$ cat src/rtl/gray_codec_pkg.sv
// Shared definitions for the gray code converter pipeline.
// Holds the per-word conversion mode encodings used by the datapath and converter.
package gray_codec_pkg;

    // Conversion mode carried alongside every word
    localparam logic MODE_B2G = 1'b0;   // binary -> gray
    localparam logic MODE_G2B = 1'b1;   // gray -> binary

endpackage : gray_codec_pkg

$ cat src/rtl/gray_codec_pipe_xlate.sv
// gray_xlate: combinational binary<->gray converter.
// Ports:
//   d    - input word (WIDTH bits)
//   mode - MODE_B2G or MODE_G2B
//   q    - converted word (WIDTH bits)
module gray_xlate
    import gray_codec_pkg::*;
#(
    parameter int unsigned WIDTH = 4
) (
    input  logic [WIDTH-1:0] d,
    input  logic             mode,
    output logic [WIDTH-1:0] q
);

    // B2G xors each bit with its upper neighbour; G2B bit i is the xor of all bits at or above i
    always_comb begin
        q = '0;
        if (mode == MODE_G2B) begin
            for (int i = 0; i < int'(WIDTH); i++) begin
                q[i] = ^(d >> i);
            end
        end else begin
            q = d ^ (d >> 1);
        end
    end

endmodule : gray_xlate

$ cat src/rtl/gray_codec_pipe.sv
// gray_codec_pipe: two-stage valid/ready pipeline converting words between
// binary and gray code, with a per-word mode and a completed-transfer counter.
// Ports:
//   clk, rst            - clock, asynchronous active-high reset
//   in_valid/in_ready   - input handshake; in_data/in_mode are the word and its mode
//   out_valid/out_ready - output handshake; out_data/out_mode are the result and its mode
//   xfer_cnt            - wrapping count of completed output handshakes
//   out_parity          - xor-reduction of out_data, present only when
//                         GRAY_CODEC_PARITY_EN is defined
module gray_codec_pipe
    import gray_codec_pkg::*;
#(
    parameter int unsigned WIDTH = 4,
    parameter int unsigned CNT_W = 8
) (
    input  logic             clk,
    input  logic             rst,
    input  logic             in_valid,
    output logic             in_ready,
    input  logic [WIDTH-1:0] in_data,
    input  logic             in_mode,
    output logic             out_valid,
    input  logic             out_ready,
    output logic [WIDTH-1:0] out_data,
    output logic             out_mode,
    output logic [CNT_W-1:0] xfer_cnt
`ifdef GRAY_CODEC_PARITY_EN
    ,
    output logic             out_parity
`endif
);

    logic             s1_valid;
    logic [WIDTH-1:0] s1_data;
    logic             s1_mode;
    logic             s2_free;
    logic [WIDTH-1:0] xlate_q;

    // Stage 2 (the output register) can take a word when empty or draining this cycle
    assign s2_free  = !out_valid || out_ready;
    assign in_ready = !s1_valid || s2_free;

    gray_xlate #(
        .WIDTH (WIDTH)
    ) u_xlate (
        .d    (s1_data),
        .mode (s1_mode),
        .q    (xlate_q)
    );

    // Pipeline registers and transfer counter; both stages may advance in the same cycle
    always_ff @(posedge clk or posedge rst) begin
        if (rst) begin
            s1_valid  <= 1'b0;
            s1_data   <= '0;
            s1_mode   <= MODE_B2G;
            out_valid <= 1'b0;
            out_data  <= '0;
            out_mode  <= MODE_B2G;
            xfer_cnt  <= '0;
        end else begin
            if (in_ready) begin
                s1_valid <= in_valid;
            end
            if (in_ready && in_valid) begin
                s1_data <= in_data;
                s1_mode <= in_mode;
            end
            if (s2_free) begin
                out_valid <= s1_valid;
            end
            if (s2_free && s1_valid) begin
                out_data <= xlate_q;
                out_mode <= s1_mode;
            end
            if (out_valid && out_ready) begin
                xfer_cnt <= xfer_cnt + CNT_W'(1);
            end
        end
    end

`ifdef GRAY_CODEC_PARITY_EN
    // Parity loads with out_data so it holds under stall exactly like the data
    always_ff @(posedge clk or posedge rst) begin
        if (rst) begin
            out_parity <= 1'b0;
        end else if (s2_free && s1_valid) begin
            out_parity <= ^xlate_q;
        end
    end
`endif

endmodule : gray_codec_pipe

$ cat config.mk
export PLATFORM = sky130hd
export DESIGN_NAME = gray_codec_pipe
export DESIGN_NICKNAME = d
export VERILOG_FILES = /design/src/rtl/gray_codec_pkg.sv /design/src/rtl/gray_codec_pipe_xlate.sv /design/src/rtl/gray_codec_pipe.sv
export SDC_FILE = /design/constraint.sdc
export NUM_CORES = 1
export LEC_CHECK = 0
export ABC_AREA = 1
export ABC_CLOCK_PERIOD_IN_PS = 1700
export CELL_PAD_IN_SITES_DETAIL_PLACEMENT = 1
export CELL_PAD_IN_SITES_GLOBAL_PLACEMENT = 2
export CORE_MARGIN = 2
export CORE_UTILIZATION = 30
export CTS_CLUSTER_SIZE = 25
export DETAILED_ROUTE_END_ITERATION = 7
export PLACE_DENSITY_LB_ADDON = 0.08
export SLEW_MARGIN = 10
export SYNTH_ARGS = -nofsm -noshare
export SYNTH_HDL_FRONTEND = slang
export SYNTH_HIERARCHICAL = 1
export SYNTH_SLANG_ARGS = --single-unit
$ cat constraint.sdc
create_clock -name clk -period 1.7 [get_ports clk]
set_input_delay 0.34 -clock clk [delete_from_list [all_inputs] [get_ports clk]]
set_output_delay 0.34 -clock clk [all_outputs]
set_load 0.01 [all_outputs]
Word level (Yosys, flattened, before mapping)
Index checks and enable logic that the tools add are counted. Widths: inputs -> output; s select.

Add/sub/neg operators: 1. Muxes and demuxes: 1. Bitwise gates (word level): 1. Reduce and logical (&&, ||, !) cells: 11.

Operators with widths (number): $reduce_xor 4->1 (4); $add 8x1->8 const B (1); $mux 4 (1); $xor 4x3->4 (1); $logic_and 1x1->1 (3); $logic_not 1->1 (2); $logic_or 1x1->1 (2).

Flip-flop bits (word level): 20. Input bits: 9. Output and inout bits: 15. Word-level logic and storage cells: 21.

Depth between registers and ports, before layout
Gate-level depths: netlist of run 1.

Word-level depth: 4. Mapped depth: 9. Mapped depth without buffers: 9.

By module
The synthesis of run 1 kept the hierarchy.

Modules (own cells, without submodules): gray_codec_pipe (instances 1, cells each 96, area an instance 888.4 um^2, seq. area each 500.5 um^2); gray_xlate (instances 1, cells each 27, area an instance 117.6 um^2, seq. area each 0.0 um^2).

Worst setup path before layout of run 1
No wires, ideal clock.

Path kind: reg-to-reg. Start: register xfer_cnt[0]. End: register xfer_cnt[1]. Arrival: 976 ps. Required time: 1575 ps. Slack: 599 ps. Stages on the path, launching flop included: 3. Path buffers: 0. Cell sequence: dfrtp_1 ha_1 mux2_2.

Longest elaborated chain between the ends: 1.

Ends and longest elaborated chain: from (decl) (RTL line gray_codec_pipe.sv:26) `output logic [CNT_W-1:0] xfer_cnt`; from (signal assigned) (RTL line gray_codec_pipe.sv:77) `xfer_cnt <= xfer_cnt + CNT_W'(1);`; $add 8x1->8 (RTL line gray_codec_pipe.sv:77).

Every way passes these cells. A chain may end at the register's enable or synchronous reset.

Worst setup path after layout of run 1
Start: register xfer_cnt[4]. End: output port xfer_cnt[4].

No word-level cell between the ends.

==> results of run 1 <==
per-layer routing:
metal | track usage (%) | vias to the layer above | share of wire [%]
li1 | - | 445 | -
met1 | 17.3 | 393 | 49
met2 | 18.0 | 18 | 46
met3 | 2.48 | 2 | 4.5
met4 | 2.74 | 0 | 0.62
met5 | 0 | - | 0
cells by family after synthesis:
logic type,after synthesis
mux,1
xor+xnor,4
compound gates,2
buf+inv,21
flops,20
fa+ha+maj,1
simple gates,74
cell usage in the layout, fill, tap and decap left out:
| cell | n |
|---|---|
| sky130_fd_sc_hd__nand3_4 | 1 |
| sky130_fd_sc_hd__xor2_1 | 2 |
| sky130_fd_sc_hd__clkdlybuf4s50_1 | 22 |
| sky130_fd_sc_hd__nor2_4 | 2 |
| sky130_fd_sc_hd__clkbuf_8 | 1 |
| sky130_fd_sc_hd__buf_4 | 7 |
| sky130_fd_sc_hd__nand2_1 | 49 |
| sky130_fd_sc_hd__nand2_4 | 1 |
| sky130_fd_sc_hd__dlygate4sd2_1 | 1 |
| sky130_fd_sc_hd__nor2_1 | 2 |
| sky130_fd_sc_hd__o21ai_1 | 1 |
| sky130_fd_sc_hd__xnor2_1 | 2 |
| sky130_fd_sc_hd__clkbuf_4 | 3 |
| sky130_fd_sc_hd__ha_1 | 1 |
| sky130_fd_sc_hd__nand4_1 | 2 |
| sky130_fd_sc_hd__inv_1 | 17 |
| sky130_fd_sc_hd__mux2_2 | 1 |
| sky130_fd_sc_hd__dfrtp_1 | 17 |
| sky130_fd_sc_hd__nand3_2 | 2 |
| sky130_fd_sc_hd__a21oi_1 | 1 |
| sky130_fd_sc_hd__inv_2 | 3 |
| sky130_fd_sc_hd__nand3_1 | 12 |
| sky130_fd_sc_hd__dfrtp_2 | 3 |
| sky130_fd_sc_hd__nand2_2 | 3 |
final timing paths:
path,start,to,slack (ns)
worst max-delay path,xfer_cnt[4]$_DFFE_PP0P_,xfer_cnt[4],0.09
worst min-delay path,rst,out_mode$_DFFE_PP0P_,0.36
worst max register to register,out_valid$_DFFE_PP0P_,xfer_cnt[1]$_DFFE_PP0P_,0.54
worst min register to register,out_data[0]$_DFFE_PP0P_,out_data[0]$_DFFE_PP0P_,0.48
max in group asynchronous,rst,out_valid$_DFFE_PP0P_,1.12
min in group clk,out_data[0]$_DFFE_PP0P_,out_data[0]$_DFFE_PP0P_,0.48
report_power, final:
group | switching [mW] | internal, mW | total, mW | leakage (nW)
combinational | 0.342 | 0.402 | 0.745 | 0.452
clock | 0.142 | 0.130 | 0.273 | 0.0210
sequential | 0.157 | 0.627 | 0.785 | 0.228
per-stage QoR:
stage / TNS, ns / power (mW) / utilization [%]
2_1_floorplan: 0 / 1.15 / -
3_3_place_gp: -0.124 / 1.50 / 40.1
3_5_place_dp: -0.131 / 1.53 / 40.1
4_1_cts: 0 / 1.81 / 41.2
5_1_grt: 0 / 1.96 / 41.9
6_report: 0 / 1.80 / 41.9
layout make-up:
type                       count  area (sq um)  share of cell area, %
tap                           46          57.6                   4.18
inverter                      20          75.1                   5.45
sequential                    20           504                   36.6
multi-input combinational     82           423                   30.7
timing repair buffer          30           282                   20.4
clock buffer                   4          36.3                   2.63
registers in the layout, summed over array words and instances (netlist names):
| name | count |
|---|---|
| out_data | 4 |
| out_mode | 1 |
| out_valid | 1 |
| s1_data | 4 |
| s1_mode | 1 |
| s1_valid | 1 |
| xfer_cnt | 8 |
repair_timing:
item	CTS	global route
hold buffers	0	0
endpoints found under the hold margin	0	0
gates resized for setup	2	2
buffers inserted	0	3
setup endpoints to repair	2	3
==> impl_metrics.tcl, run 1 <==
set metrics [dict create \
    status "finished clean" \
    detailedRoute.firstPassIterationCount 2 \
    synth_area_in_simple_gates_pct 35.2 \
    max_freq_mhz 620 \
    detailedPlace.worstSlack_ns -0.131 \
    numPortBuffers 23 \
    maxSlewHeadroom_pct 81.0 \
    synth-warning-count 6 \
    first_global_vias 747 \
    dpl.cell_count 195 \
    synth_seq_area_share_pct 49.8 \
    final.setup_skew_ns 0.00168 \
    overall_track_demand_over_capacity_in_global_routing_pct 11.8 \
    combinational_family_with_the_most_area_after_synthesis "simple AND/OR/NAND/NOR gates" \
    numClockSinks 20 \
    path_delay_family "buffers and inverters" \
    detailed_place_hpwl_mm 1.68 \
    antenna_left 0 \
    yosysTopAreaCellShare_pct 49.8 \
    syn_to_final_growth_pct 36.9 \
    largest_net_degree_at_the_start_of_global_routing 21 \
    critical_path.cell_chain "clkdlybuf4s50_1" \
    post_synth_num_cell_types 19 \
    finalInstanceArea_sq_um 1380 \
    yosys-top-cells-area "sky130_fd_sc_hd__dfrtp_1, sky130_fd_sc_hd__nand2_1, sky130_fd_sc_hd__inv_1, sky130_fd_sc_hd__nand3_1, sky130_fd_sc_hd__nor2_4" \
    synthesis.nets 133 \
    synth_top_cells_by_count "sky130_fd_sc_hd__nand2_1, sky130_fd_sc_hd__dfrtp_1, sky130_fd_sc_hd__inv_1" \
    synth_top_area_cell "sky130_fd_sc_hd__dfrtp_1" \
    critPathBufInv 1 \
    synth_enable_flop_cells 0 \
    final_net_count 167 \
    ys_seq_elements 20 \
    cp_data_required_time_ns 1.36 \
    route.vias.total 858 \
    critPathLaunchType "flop" \
    tritoncts.num_buffers 3 \
    worstSkewPairLatency_ns 0.29 \
    critical_path_depth_in_cells 1 \
    timing.final.hold_violations 0 \
    fp.coreArea_sq_um 3280 \
    drt_first_iter_violations 23 \
    timing.critical_path.arrival_ns 1.27 \
    postSynth.topFlopCell "sky130_fd_sc_hd__dfrtp_1" \
    path_class "reg -> out" \
    antenna_found_initial 0 \
    synth.mux.area_fraction_pct 1.12 \
    drive_gt1_share_pct 17.3 \
    yosys.area_share.adder_pct 1.24 \
    drc 0 \
    synth_async_sr_flop_share_pct 100 \
    rows 21 \
    hold-worst-slack_ns 0.360 \
    floorplan.die.height_microns 61.9 \
    floorplan.die.width_microns 61.9 \
    grt-ovfl-total 0 \
    crit_fanout 4 \
    initial_core_util_pct 30.6 \
    hp-class "in -> async" \
    top_level_ports 24 \
    postSynthCellCount 123 \
    static-leakage-power_nw 0.701 \
    fin_cells 202 \
    grt_first_pass_wirelength_mm 3.34 \
    wl_mm 2.10 \
    syn_area_sq_um 1010 \
    avgSynthCellArea_sq_um 8.18 \
    endpoint_kind "primary output" \
    cts.htree.levels 1 \
    avgRoutedWirePerCell_microns 10.4 \
    ff2ff_path_depth 3 \
    fp.dieArea_sq_um 3830 \
    filler_cell_count 410 \
    cts.clk_slew.worst_paths_ns 0.11 \
    slowest_cell_on_the_critical_path "sky130_fd_sc_hd__clkdlybuf4s50_1" \
    post_route_fraction_of_the_period_consumed_by_the_critical_path_pct 94.9 \
    maxCapViolations 0 \
    tightestPinTransition_ns 0.286 \
    finalWeightedCongestion 0.752 \
    powerDensity_nw_per_um2 1310 \
    cts_max_path_buffers 2 \
    antenna_cells_inserted 0 \
    worst_slack_ns 0.0871 \
    synthMostInstantiatedCell "sky130_fd_sc_hd__nand2_1" \
    worst_voltage_drop_across_the_vdd_grid_mv 0.579 \
    area_fraction_in_compound_gates_after_synthesis_pct 0.995 \
    cts_tree "yes" \
    final_max_slew_viol_count 0 \
    final_period_minus_worst_setup_slack_ns 1.61 \
    drt-vias-per-instance 4.25 \
    crit_path_max_incr_delay_ns 0.56 \
    clk_root_buffer_cell "sky130_fd_sc_hd__clkbuf_4" \
    synthXorXnorAreaFrac_pct 3.48 \
    setup_repair_after_global_routing_missed_its_margin "no" \
    placed_cell_area_sq_um 1320 \
    final_setup_viols 0 \
]
No activity file was read; power rests on OpenSTA's default activity.
==> inputs of run 2 (changes only) <==
--- a/config.mk
+++ b/config.mk
@@ -6,11 +6,11 @@
 export NUM_CORES = 1
 export LEC_CHECK = 0
 export ABC_AREA = 1
-export ABC_CLOCK_PERIOD_IN_PS = 1700
+export ABC_CLOCK_PERIOD_IN_PS = 1760
 export CELL_PAD_IN_SITES_DETAIL_PLACEMENT = 1
 export CELL_PAD_IN_SITES_GLOBAL_PLACEMENT = 2
 export CORE_MARGIN = 2
-export CORE_UTILIZATION = 30
+export CORE_UTILIZATION = 27
 export CTS_CLUSTER_SIZE = 25
 export DETAILED_ROUTE_END_ITERATION = 7
 export PLACE_DENSITY_LB_ADDON = 0.08
==> constraint.sdc (replaced) <==
create_clock -name clk -period 1.76 [get_ports clk]
set_input_delay 0.352 -clock clk [delete_from_list [all_inputs] [get_ports clk]]
set_output_delay 0.352 -clock clk [all_outputs]
set_load 0.01 [all_outputs]
==> impl_metrics.tcl, run 2 (synthesis gave the netlist of run 1 again) <==
set metrics [dict create \
    cts_tree "yes" \
    fin_setup_tns_ns 0 \
    final_core_utilization_pct 38.0 \
    layout.cells.most_common_list "sky130_fd_sc_hd__nand2_1, sky130_fd_sc_hd__clkdlybuf4s50_1, sky130_fd_sc_hd__dfrtp_1" \
    biggest_registers_after_layout "xfer_cnt (8), out_data (4), s1_data (4)" \
    final_setup_viols 0 \
    numPortBuffers 23 \
    top_level_ports 24 \
    syn_to_final_growth_pct 37.3 \
    worst_slack_ns 0.0595 \
    detailedPlace.worstSlack_ns -0.107 \
    finalWeightedCongestion 0.680 \
    largest_net_degree_at_the_start_of_global_routing 21 \
    detailed_place_hpwl_mm 1.76 \
    initial_core_util_pct 27.7 \
    crit_path_start "out_valid$_DFFE_PP0P_" \
    overall_track_demand_over_capacity_in_global_routing_pct 11.9 \
    timing.critical_path.arrival_ns 1.35 \
    clk_root_buffer_cell "sky130_fd_sc_hd__clkbuf_8" \
    reg2reg_to "xfer_cnt[4]$_DFFE_PP0P_" \
    critPathBufInv 1 \
    first_global_vias 904 \
    detailedRoute.firstPassIterationCount 3 \
    ff2ff_path_depth 5 \
    status "finished clean" \
    antenna_cells_inserted 0 \
    floorplan.die.width_microns 65.0 \
    ctsHoldBuffers 0 \
    final_max_slew_viol_count 0 \
    cts.htree.levels 1 \
    worstSkewPairLatency_ns 0.27 \
    cts.repair_timing.setup_buffer_count 0 \
    antenna_found_initial 0 \
    drc 0 \
    antenna_left 0 \
    reg2reg_from "xfer_cnt[0]$_DFFE_PP0P_" \
    numClockSinks 20 \
    final.setup_skew_ns 0.00894 \
    powerDensity_nw_per_um2 1390 \
    maxSlewHeadroom_pct 80.4 \
    largest_register "xfer_cnt" \
    cts.clk_slew.worst_paths_ns 0.08 \
    avgRoutedWirePerCell_microns 11.1 \
    drt-vias-per-instance 4.27 \
    post_route_fraction_of_the_period_consumed_by_the_critical_path_pct 96.6 \
    endpoint_kind "primary output" \
    path_class "reg -> out" \
    max_freq_mhz 588 \
    critPathLaunchType "flop" \
    worst_voltage_drop_across_the_vdd_grid_mv 0.526 \
    grt_first_pass_wirelength_mm 3.87 \
    fp.coreArea_sq_um 3630 \
    crit_fanout 5 \
    hp-class "in -> async" \
    path_delay_family "buffers and inverters" \
    final_net_count 163 \
    wl_mm 2.22 \
    mostFrequentLayoutCell "sky130_fd_sc_hd__nand2_1" \
    grt-ovfl-total 0 \
    cp_data_required_time_ns 1.41 \
    setup_repair_after_global_routing_missed_its_margin "no" \
    timing.final.hold_violations 0 \
    cts_max_path_buffers 2 \
    fp.dieArea_sq_um 4230 \
    rows 22 \
    regToRegSetupSlack_ns 0.63 \
    final_period_minus_worst_setup_slack_ns 1.70 \
    route.vias.total 854 \
    crit_path_max_incr_delay_ns 0.59 \
    drive_gt1_share_pct 13.2 \
    slowest_cell_on_the_critical_path "sky130_fd_sc_hd__clkdlybuf4s50_1" \
    cts_resized 1 \
    static-leakage-power_nw 0.700 \
    largest_reg_flops 8 \
    floorplan.die.height_microns 65.0 \
    tightestPinTransition_ns 0.294 \
    drt_first_iter_violations 22 \
    critical_path.cell_chain "clkdlybuf4s50_1" \
    maxCapViolations 0 \
    tritoncts.num_buffers 3 \
]
-- run 2: layout make-up --
type                       count  area (sq um)
clock buffer                   3          41.3
multi-input combinational     82           423
inverter                      20          75.1
sequential                    20           500
timing repair buffer          26           251
fill                         460          2250
tap                           48          60.1
clock inverter                 1          30.0
-- run 2: worst max path at each step --
stage / to / slack [ns] / cells after the start
4_1_cts: out_valid / 0.04 / 1
3_5_place_dp: in_ready / -0.11 / 4
3_3_place_gp: in_ready / -0.09 / 4
6_report: out_valid / 0.06 / 1
5_1_grt: out_valid / 0.001 / 1
2_1_floorplan: xfer_cnt[1]$_DFFE_PP0P_ / 0.66 / 2
-- run 2: where the power goes --
part           total, mW  switching (mW)  internal (mW)
combinational      0.699           0.331          0.369
sequential         0.757           0.156          0.601
clock              0.466           0.162          0.304
total               1.92           0.648           1.27
-- run 2: tightest hold or removal path: cells and delay by family --
| kind | cells | cell delay [ns] |
|---|---|---|
| buffers and inverters | 3 | 0.73 |
-- run 2: metrics by stage --
stage                     hold WS, ns  instances  cell area, sq um  power, mW
final                           0.428        200              1380       1.92
after global routing            0.463        200              1380       2.08
after CTS                       0.443        200              1380       1.96
after detailed placement        0.466        196              1310       1.48
after global placement          0.456        196              1310       1.45
after floorplan                 0.316        123              1010       1.11
-- run 2: metal layers --
metal / vias up / GRT usage [%] / wire, microns
met3: 5 / 2.08 / 85
met1: 397 / 16.0 / 1090
met5: - / 0 / 0
met2: 21 / 19.1 / 995
met4: 0 / 4.69 / 44
li1: 431 / - / -
